File: src/rtl/pipeline_ctrl_if.sv
// Bundle of loader, instruction-memory, hazard-status and pipeline-control signals
// between the sequencing controller (master) and the core/loader side (slave).
interface pipeline_ctrl_if #(
    parameter int unsigned ADDR_W = 8
);
    logic              load_start;
    logic              run_start;
    logic              load_valid;
    logic [31:0]       load_data;
    logic              load_last;
    logic              load_ready;
    logic              im_WE;
    logic [ADDR_W-1:0] im_ADDR;
    logic [31:0]       im_DATA;
    logic              ex_branch_taken;
    logic              id_halt;
    logic              ext_stall_req;
    logic              pipe_clr;
    logic              pc_ENABLE;
    logic              reg_ifid_exmem_ENABLE;
    logic              reg_ifid_exmem_FLUSH;
    logic              reg_exmem_wb_ENABLE;
    logic              halted;
    logic [2:0]        state;
    logic [31:0]       cycle_cnt;

    modport master (
        input  load_start, run_start, load_valid, load_data, load_last,
        input  ex_branch_taken, id_halt, ext_stall_req,
        output load_ready, im_WE, im_ADDR, im_DATA,
        output pipe_clr, pc_ENABLE, reg_ifid_exmem_ENABLE, reg_ifid_exmem_FLUSH,
        output reg_exmem_wb_ENABLE, halted, state, cycle_cnt
    );

    modport slave (
        output load_start, run_start, load_valid, load_data, load_last,
        output ex_branch_taken, id_halt, ext_stall_req,
        input  load_ready, im_WE, im_ADDR, im_DATA,
        input  pipe_clr, pc_ENABLE, reg_ifid_exmem_ENABLE, reg_ifid_exmem_FLUSH,
        input  reg_exmem_wb_ENABLE, halted, state, cycle_cnt
    );
endinterface

File: src/rtl/pipeline_ctrl.sv
// Sequencing controller for the 3-stage core: program load into IM, then
// run/stall/flush/drain/halt control of the PC and both pipeline registers.
module pipeline_ctrl #(
    parameter int unsigned IM_WORDS     = 256,
    parameter int unsigned ADDR_W       = 8,
    parameter int unsigned DRAIN_CYCLES = 2
) (
    input  logic             CLK,
    input  logic             RESET,
    pipeline_ctrl_if.master  bus
);
    localparam int unsigned DrainW = (DRAIN_CYCLES > 1) ? $clog2(DRAIN_CYCLES) : 1;
    localparam logic [ADDR_W-1:0] LastAddr  = ADDR_W'(IM_WORDS - 1);
    localparam logic [DrainW-1:0] LastDrain = DrainW'(DRAIN_CYCLES - 1);

    typedef enum logic [2:0] {
        StIdle  = 3'd0,
        StLoad  = 3'd1,
        StRun   = 3'd2,
        StDrain = 3'd3,
        StHalt  = 3'd4
    } state_e;

    state_e            state_q, state_d;
    logic [ADDR_W-1:0] addr_q, addr_d;
    logic [DrainW-1:0] drain_q, drain_d;
    logic [31:0]       cycle_q, cycle_d;
    logic              pipe_clr_q, pipe_clr_d;

    logic run_live;
    logic drain_live;
    logic halt_take;

    // A RUN cycle only executes when it is neither the clear cycle nor frozen.
    assign run_live   = (state_q == StRun) && !pipe_clr_q && !bus.ext_stall_req;
    assign drain_live = (state_q == StDrain) && !bus.ext_stall_req;
    assign halt_take  = run_live && bus.id_halt && !bus.ex_branch_taken;

    always_ff @(posedge CLK or negedge RESET) begin
        if (!RESET) begin
            state_q    <= StIdle;
            addr_q     <= '0;
            drain_q    <= '0;
            cycle_q    <= '0;
            pipe_clr_q <= 1'b0;
        end else begin
            state_q    <= state_d;
            addr_q     <= addr_d;
            drain_q    <= drain_d;
            cycle_q    <= cycle_d;
            pipe_clr_q <= pipe_clr_d;
        end
    end

    always_comb begin
        state_d    = state_q;
        addr_d     = addr_q;
        drain_d    = drain_q;
        cycle_d    = cycle_q;
        pipe_clr_d = 1'b0;

        case (state_q)
            StIdle, StHalt: begin
                if (bus.load_start) begin
                    state_d = StLoad;
                    addr_d  = '0;
                end else if (bus.run_start) begin
                    state_d    = StRun;
                    pipe_clr_d = 1'b1;
                end
            end
            StLoad: begin
                if (bus.load_valid) begin
                    addr_d = addr_q + 1'b1;
                    // Leaving before the counter would wrap keeps addresses in range.
                    if (bus.load_last || (addr_q == LastAddr)) begin
                        state_d = StIdle;
                    end
                end
            end
            StRun: begin
                if (halt_take) begin
                    state_d = StDrain;
                    drain_d = '0;
                end
            end
            StDrain: begin
                if (drain_live) begin
                    if (drain_q == LastDrain) begin
                        state_d = StHalt;
                    end else begin
                        drain_d = drain_q + 1'b1;
                    end
                end
            end
            default: state_d = StIdle;
        endcase

        if ((state_q == StRun) && pipe_clr_q) begin
            cycle_d = '0;
        end else if ((run_live || drain_live) && (cycle_q != 32'hFFFF_FFFF)) begin
            cycle_d = cycle_q + 32'd1;
        end
    end

    always_comb begin
        bus.load_ready            = 1'b0;
        bus.im_WE                 = 1'b0;
        bus.im_ADDR               = '0;
        bus.im_DATA               = '0;
        bus.pc_ENABLE             = 1'b0;
        bus.reg_ifid_exmem_ENABLE = 1'b0;
        bus.reg_ifid_exmem_FLUSH  = 1'b0;
        bus.reg_exmem_wb_ENABLE   = 1'b0;
        bus.halted                = 1'b0;

        case (state_q)
            StLoad: begin
                bus.load_ready = 1'b1;
                bus.im_WE      = bus.load_valid;
                bus.im_ADDR    = addr_q;
                bus.im_DATA    = bus.load_data;
            end
            StRun: begin
                if (run_live) begin
                    // Taken branch squashes both the wrong-path fetch and any halt with it.
                    bus.pc_ENABLE             = !halt_take;
                    bus.reg_ifid_exmem_ENABLE = 1'b1;
                    bus.reg_ifid_exmem_FLUSH  = bus.ex_branch_taken || bus.id_halt;
                    bus.reg_exmem_wb_ENABLE   = 1'b1;
                end
            end
            StDrain: begin
                if (drain_live) begin
                    bus.reg_ifid_exmem_ENABLE = 1'b1;
                    bus.reg_ifid_exmem_FLUSH  = 1'b1;
                    bus.reg_exmem_wb_ENABLE   = 1'b1;
                end
            end
            StHalt:  bus.halted = 1'b1;
            default: ;
        endcase
    end

    assign bus.state     = state_q;
    assign bus.cycle_cnt = cycle_q;
    assign bus.pipe_clr  = pipe_clr_q;
endmodule

File: src/flat_wrapper.sv
// flat-port wrapper written by rule: the top's interface ports become plain ports
module pipeline_ctrl_flat 
#(
    parameter int unsigned IM_WORDS     = 256,
    parameter int unsigned ADDR_W       = 8,
    parameter int unsigned DRAIN_CYCLES = 2
)
  (CLK, RESET, bus_load_start, bus_run_start, bus_load_valid, bus_load_data, bus_load_last, bus_ex_branch_taken, bus_id_halt, bus_ext_stall_req, bus_load_ready, bus_im_WE, bus_im_ADDR, bus_im_DATA, bus_pipe_clr, bus_pc_ENABLE, bus_reg_ifid_exmem_ENABLE, bus_reg_ifid_exmem_FLUSH, bus_reg_exmem_wb_ENABLE, bus_halted, bus_state, bus_cycle_cnt);
  pipeline_ctrl_if #(.ADDR_W(ADDR_W)) bus_i ();
  input  logic CLK;
  input  logic RESET;
  input wire logic [$bits(bus_i.load_start)-1:0] bus_load_start;
  input wire logic [$bits(bus_i.run_start)-1:0] bus_run_start;
  input wire logic [$bits(bus_i.load_valid)-1:0] bus_load_valid;
  input wire logic [$bits(bus_i.load_data)-1:0] bus_load_data;
  input wire logic [$bits(bus_i.load_last)-1:0] bus_load_last;
  input wire logic [$bits(bus_i.ex_branch_taken)-1:0] bus_ex_branch_taken;
  input wire logic [$bits(bus_i.id_halt)-1:0] bus_id_halt;
  input wire logic [$bits(bus_i.ext_stall_req)-1:0] bus_ext_stall_req;
  output wire logic [$bits(bus_i.load_ready)-1:0] bus_load_ready;
  output wire logic [$bits(bus_i.im_WE)-1:0] bus_im_WE;
  output wire logic [$bits(bus_i.im_ADDR)-1:0] bus_im_ADDR;
  output wire logic [$bits(bus_i.im_DATA)-1:0] bus_im_DATA;
  output wire logic [$bits(bus_i.pipe_clr)-1:0] bus_pipe_clr;
  output wire logic [$bits(bus_i.pc_ENABLE)-1:0] bus_pc_ENABLE;
  output wire logic [$bits(bus_i.reg_ifid_exmem_ENABLE)-1:0] bus_reg_ifid_exmem_ENABLE;
  output wire logic [$bits(bus_i.reg_ifid_exmem_FLUSH)-1:0] bus_reg_ifid_exmem_FLUSH;
  output wire logic [$bits(bus_i.reg_exmem_wb_ENABLE)-1:0] bus_reg_exmem_wb_ENABLE;
  output wire logic [$bits(bus_i.halted)-1:0] bus_halted;
  output wire logic [$bits(bus_i.state)-1:0] bus_state;
  output wire logic [$bits(bus_i.cycle_cnt)-1:0] bus_cycle_cnt;
  assign bus_i.load_start = bus_load_start;
  assign bus_i.run_start = bus_run_start;
  assign bus_i.load_valid = bus_load_valid;
  assign bus_i.load_data = bus_load_data;
  assign bus_i.load_last = bus_load_last;
  assign bus_i.ex_branch_taken = bus_ex_branch_taken;
  assign bus_i.id_halt = bus_id_halt;
  assign bus_i.ext_stall_req = bus_ext_stall_req;
  assign bus_load_ready = bus_i.load_ready;
  assign bus_im_WE = bus_i.im_WE;
  assign bus_im_ADDR = bus_i.im_ADDR;
  assign bus_im_DATA = bus_i.im_DATA;
  assign bus_pipe_clr = bus_i.pipe_clr;
  assign bus_pc_ENABLE = bus_i.pc_ENABLE;
  assign bus_reg_ifid_exmem_ENABLE = bus_i.reg_ifid_exmem_ENABLE;
  assign bus_reg_ifid_exmem_FLUSH = bus_i.reg_ifid_exmem_FLUSH;
  assign bus_reg_exmem_wb_ENABLE = bus_i.reg_exmem_wb_ENABLE;
  assign bus_halted = bus_i.halted;
  assign bus_state = bus_i.state;
  assign bus_cycle_cnt = bus_i.cycle_cnt;
  pipeline_ctrl #(.IM_WORDS(IM_WORDS), .ADDR_W(ADDR_W), .DRAIN_CYCLES(DRAIN_CYCLES)) u_core (.CLK(CLK), .RESET(RESET), .bus(bus_i));
endmodule
File: config.mk
export PLATFORM = sky130hd
export DESIGN_NAME = pipeline_ctrl_flat
export DESIGN_NICKNAME = d
export VERILOG_FILES = /design/src/rtl/pipeline_ctrl_if.sv /design/src/rtl/pipeline_ctrl.sv /design/src/flat_wrapper.sv
export SDC_FILE = /design/constraint.sdc
export NUM_CORES = 1
export LEC_CHECK = 0
export CORE_UTILIZATION = 40
export DETAILED_ROUTE_END_ITERATION = 8
export DONT_BUFFER_PORTS = 1
export SYNTH_ARGS = -nofsm -noshare
export SYNTH_HDL_FRONTEND = slang
export SYNTH_SLANG_ARGS = --single-unit
File: constraint.sdc
create_clock -name CLK -period 3.1 [get_ports CLK]
set_input_delay 0.62 -clock CLK [delete_from_list [all_inputs] [get_ports CLK]]
set_output_delay 0.62 -clock CLK [all_outputs]
set_load 0.1 [all_outputs]
==> impl_metrics.yaml <==
layout:
  diodes: 0
  nets: 442
  instances_no_fill: 496
  regArea_um2: 1130
  num-fill-cells: 606
  layout-drive-gt1-share_pct: 27.8
  multi_input_area_um2: 1690
  area_growth_syn_to_layout_pct: 44.0
setup_path:
  cp.required_ns: 2.48
  crit_fanout: 43
  critPathArrivalTime_ns: 2.08
  slowest_stage: "dfrtp_2"
  critPathKind: "flip-flop to output pin"
  worstPathCellList: "buf_4 > nor3b_2 > buf_4 > nand2_1 > clkinv_1 > buf_12"
  critPathCaptureType: "output pin"
  cpPeakStageDelay_ns: 0.41
  cp-start-kind: "flip-flop"
  crit_top_cell: "buf_4"
flow_run:
  cap_violations: 0
sta:
  fmax_mhz: 371
  fin_skew_ns: 0.0101
  rsz0062_at_grt: "false"
  drv_slew: 0
  post-route-period-util_pct: 87.1
  min_period_ns: 2.70
  setup_violations: 0
  worstMarginPinSlew_ns: 0.812
  setup_ws_ns: 0.401
  slew_headroom_pct: 45.3
  hold_viol: 0
  setup-tns-final_ns: 0
clocking:
  cts_inserted_buffers: 5
  clock_sinks: 45
  clk_pin_slew_ns: 0.10
  cts_resized: 0
  htree_levels: 2
  insertion_delay_ns: 0.31
  cts_tree: "yes"
  cts_root_buffer: "clkbuf_8"
  clockBufferDepth: 2
drt:
  wl_per_cell_um: 16.1
  dr_total_vias: 2835
  drc: 0
  viasPerCell: 5.72
  drt-pass1-iter-count: 4
  final_antenna_net_count: 0
  drt-total-wl_um: 7980
  drtIter0Drc: 130
yosys:
  synth-edff-count: 0
  synthArstFlopShare_pct: 100
  synth.net_count: 370
  netlist.area_leader.share_pct: 39.5
  synth-main-ff-cell: "dfrtp_1"
  synth.avg_cell_area_um2: 8.73
  synth.top_cells.by_area: "dfrtp_1 39%, and2_1 9.2%, nand2_1 3.7%"
  synth_top_family_by_area: "simple AND/OR/NAND/NOR gates"
  syn_area_um2: 2850
  synth_mux_area_share_pct: 2.46
  synthTopCellsByCount: "45 x dfrtp_1, 42 x and2_1, 28 x nand2_1"
  synth-xor-area-share_pct: 3.38
  synth_area_leader_cell: "dfrtp_1"
  ys_seq_area_share_pct: 39.5
  yosysWarningCount: 0
  synth_cells: 327
  synth_compound_area_share_pct: 12.1
  synth-seq-cells: 45
  synthAdderAreaFrac_pct: 0.877
  ys_types: 48
  synthSimpleGateAreaFrac_pct: 38.0
  yosysMostFrequentCell: "dfrtp_1"
placed_design:
  dpl.cell_count: 486
  portBuffers: 0
  place_ws_ns: 0.521
  dp_hpwl_um: 6050
  gp_congestion: 0.882
floorplan:
  start_util_pct: 41.8
  ios: 124
  die_w_um: 86.5
  rows: 30
  die-area_um2: 7480
  core_um2: 6830
  die_h_um: 86.5
global_routing:
  grt_pass1_wl_um: 13400
  antenna_found_initial: 0
  track_usage_pct: 22.9
  overflow: 0
  grt_pass1_vias: 2815
  grt_start_max_net_pins: 44
power:
  leakage_nw: 1.80
  total_power_mw: 4.38
  peakVddDrop_mv: 0.686
  p_per_area_nw_per_um2: 1070
status:
  status: "finished clean"
worst_hold_path:
  hp-class: "input pin to async pin"
[routing by layer]
metal | track usage [%] | wire [µm] | vias up
met1 | 25.6 | 2990 | 1356
li1 | - | - | 1326
met5 | 0 | 0 | -
met3 | 6.57 | 640 | 13
met4 | 7.88 | 114 | 0
met2 | 41.4 | 4230 | 140
[repair_timing]
item	4_1_cts	5_1_grt
endpoints found under the hold margin	35	0
hold buffers	2	0
setup buffers	0	0
[logic make-up (layout without fill, tap and decap cells)]
| group | count (synthesis) | in the layout |
|---|---|---|
| mux | 7 | 7 |
| compound gates | 55 | 55 |
| simple gates | 184 | 184 |
| xor+xnor | 11 | 11 |
| fa+ha+maj | 2 | 2 |
| flops | 45 | 45 |
| buf+inv | 23 | 96 |
[layout by cell type (no fill, tap or decap), types with 5 or more instances in the layout]
master	instances
xnor2_1	8
mux2i_1	7
a21oi_1	13
o211ai_1	5
nand4_1	16
buf_4	46
nand2b_1	7
clkbuf_8	5
o21ai_0	15
nor2_1	24
and2_4	9
or4_1	6
dfrtp_1	44
nand3_1	13
and2_1	33
buf_12	34
and3_1	8
and4_1	7
nand2_1	28
o31ai_1	8
nor4_1	7
[registers in the layout, summed over array words and instances, names as in the netlist]
signal and count:
u_core.bus.cycle_cnt 32, u_core.bus.state 3, u_core.bus.pipe_clr 1, u_core.drain_q 1
u_core.addr_q 8
[worst paths after layout]
check	startpoint	endpoint	slack (ns)	cells after the start
worst max-delay path	u_core.bus.state[1]	bus_im_WE	0.40	6
worst min-delay path	RESET	u_core.bus.cycle_cnt[3]	0.13	1
worst max register to register	u_core.bus.state[2]	u_core.bus.cycle_cnt[19]	0.66	5
worst min register to register	u_core.bus.cycle_cnt[3]	u_core.bus.cycle_cnt[3]	0.53	1
max in group asynchronous	RESET	u_core.bus.cycle_cnt[10]	2.06	1
min in group CLK	bus_load_start	u_core.bus.pipe_clr	0.37	1
[worst max-delay path, delay by kind of cell (launching register included)]
family | cells | cell delay (ns)
buffers and inverters | 4 | 1.00
DFF | 1 | 0.41
and+or+nand+nor | 2 | 0.35
[report_power, final]
part           switching [mW]  internal [mW]  total, mW
clock network           0.218          0.160      0.378
logic                    2.39          0.799       3.19
registers               0.100          0.712      0.812
[stage by stage]
step / util [%] / cell area [µm²] / hold slack (ns)
floorplan: - / 2910 / 0.324
global placement: 58.4 / 3990 / 0.326
detailed placement: 58.4 / 3990 / 0.326
CTS: 60.2 / 4110 / 0.142
global route: 60.2 / 4110 / 0.139
finish: 60.2 / 4110 / 0.127
[cell type report]
| cell class | instances | area share, % |
|---|---|---|
| sequential | 45 | 27.4 |
| clock inverter | 3 | 0.518 |
| tap | 96 | 2.92 |
| inverter | 6 | 0.578 |
| clock buffer | 5 | 1.67 |
| timing repair buffer | 82 | 25.8 |
| multi-input combinational | 259 | 41.1 |
Note: power is estimated with default switching activity, not from simulation.
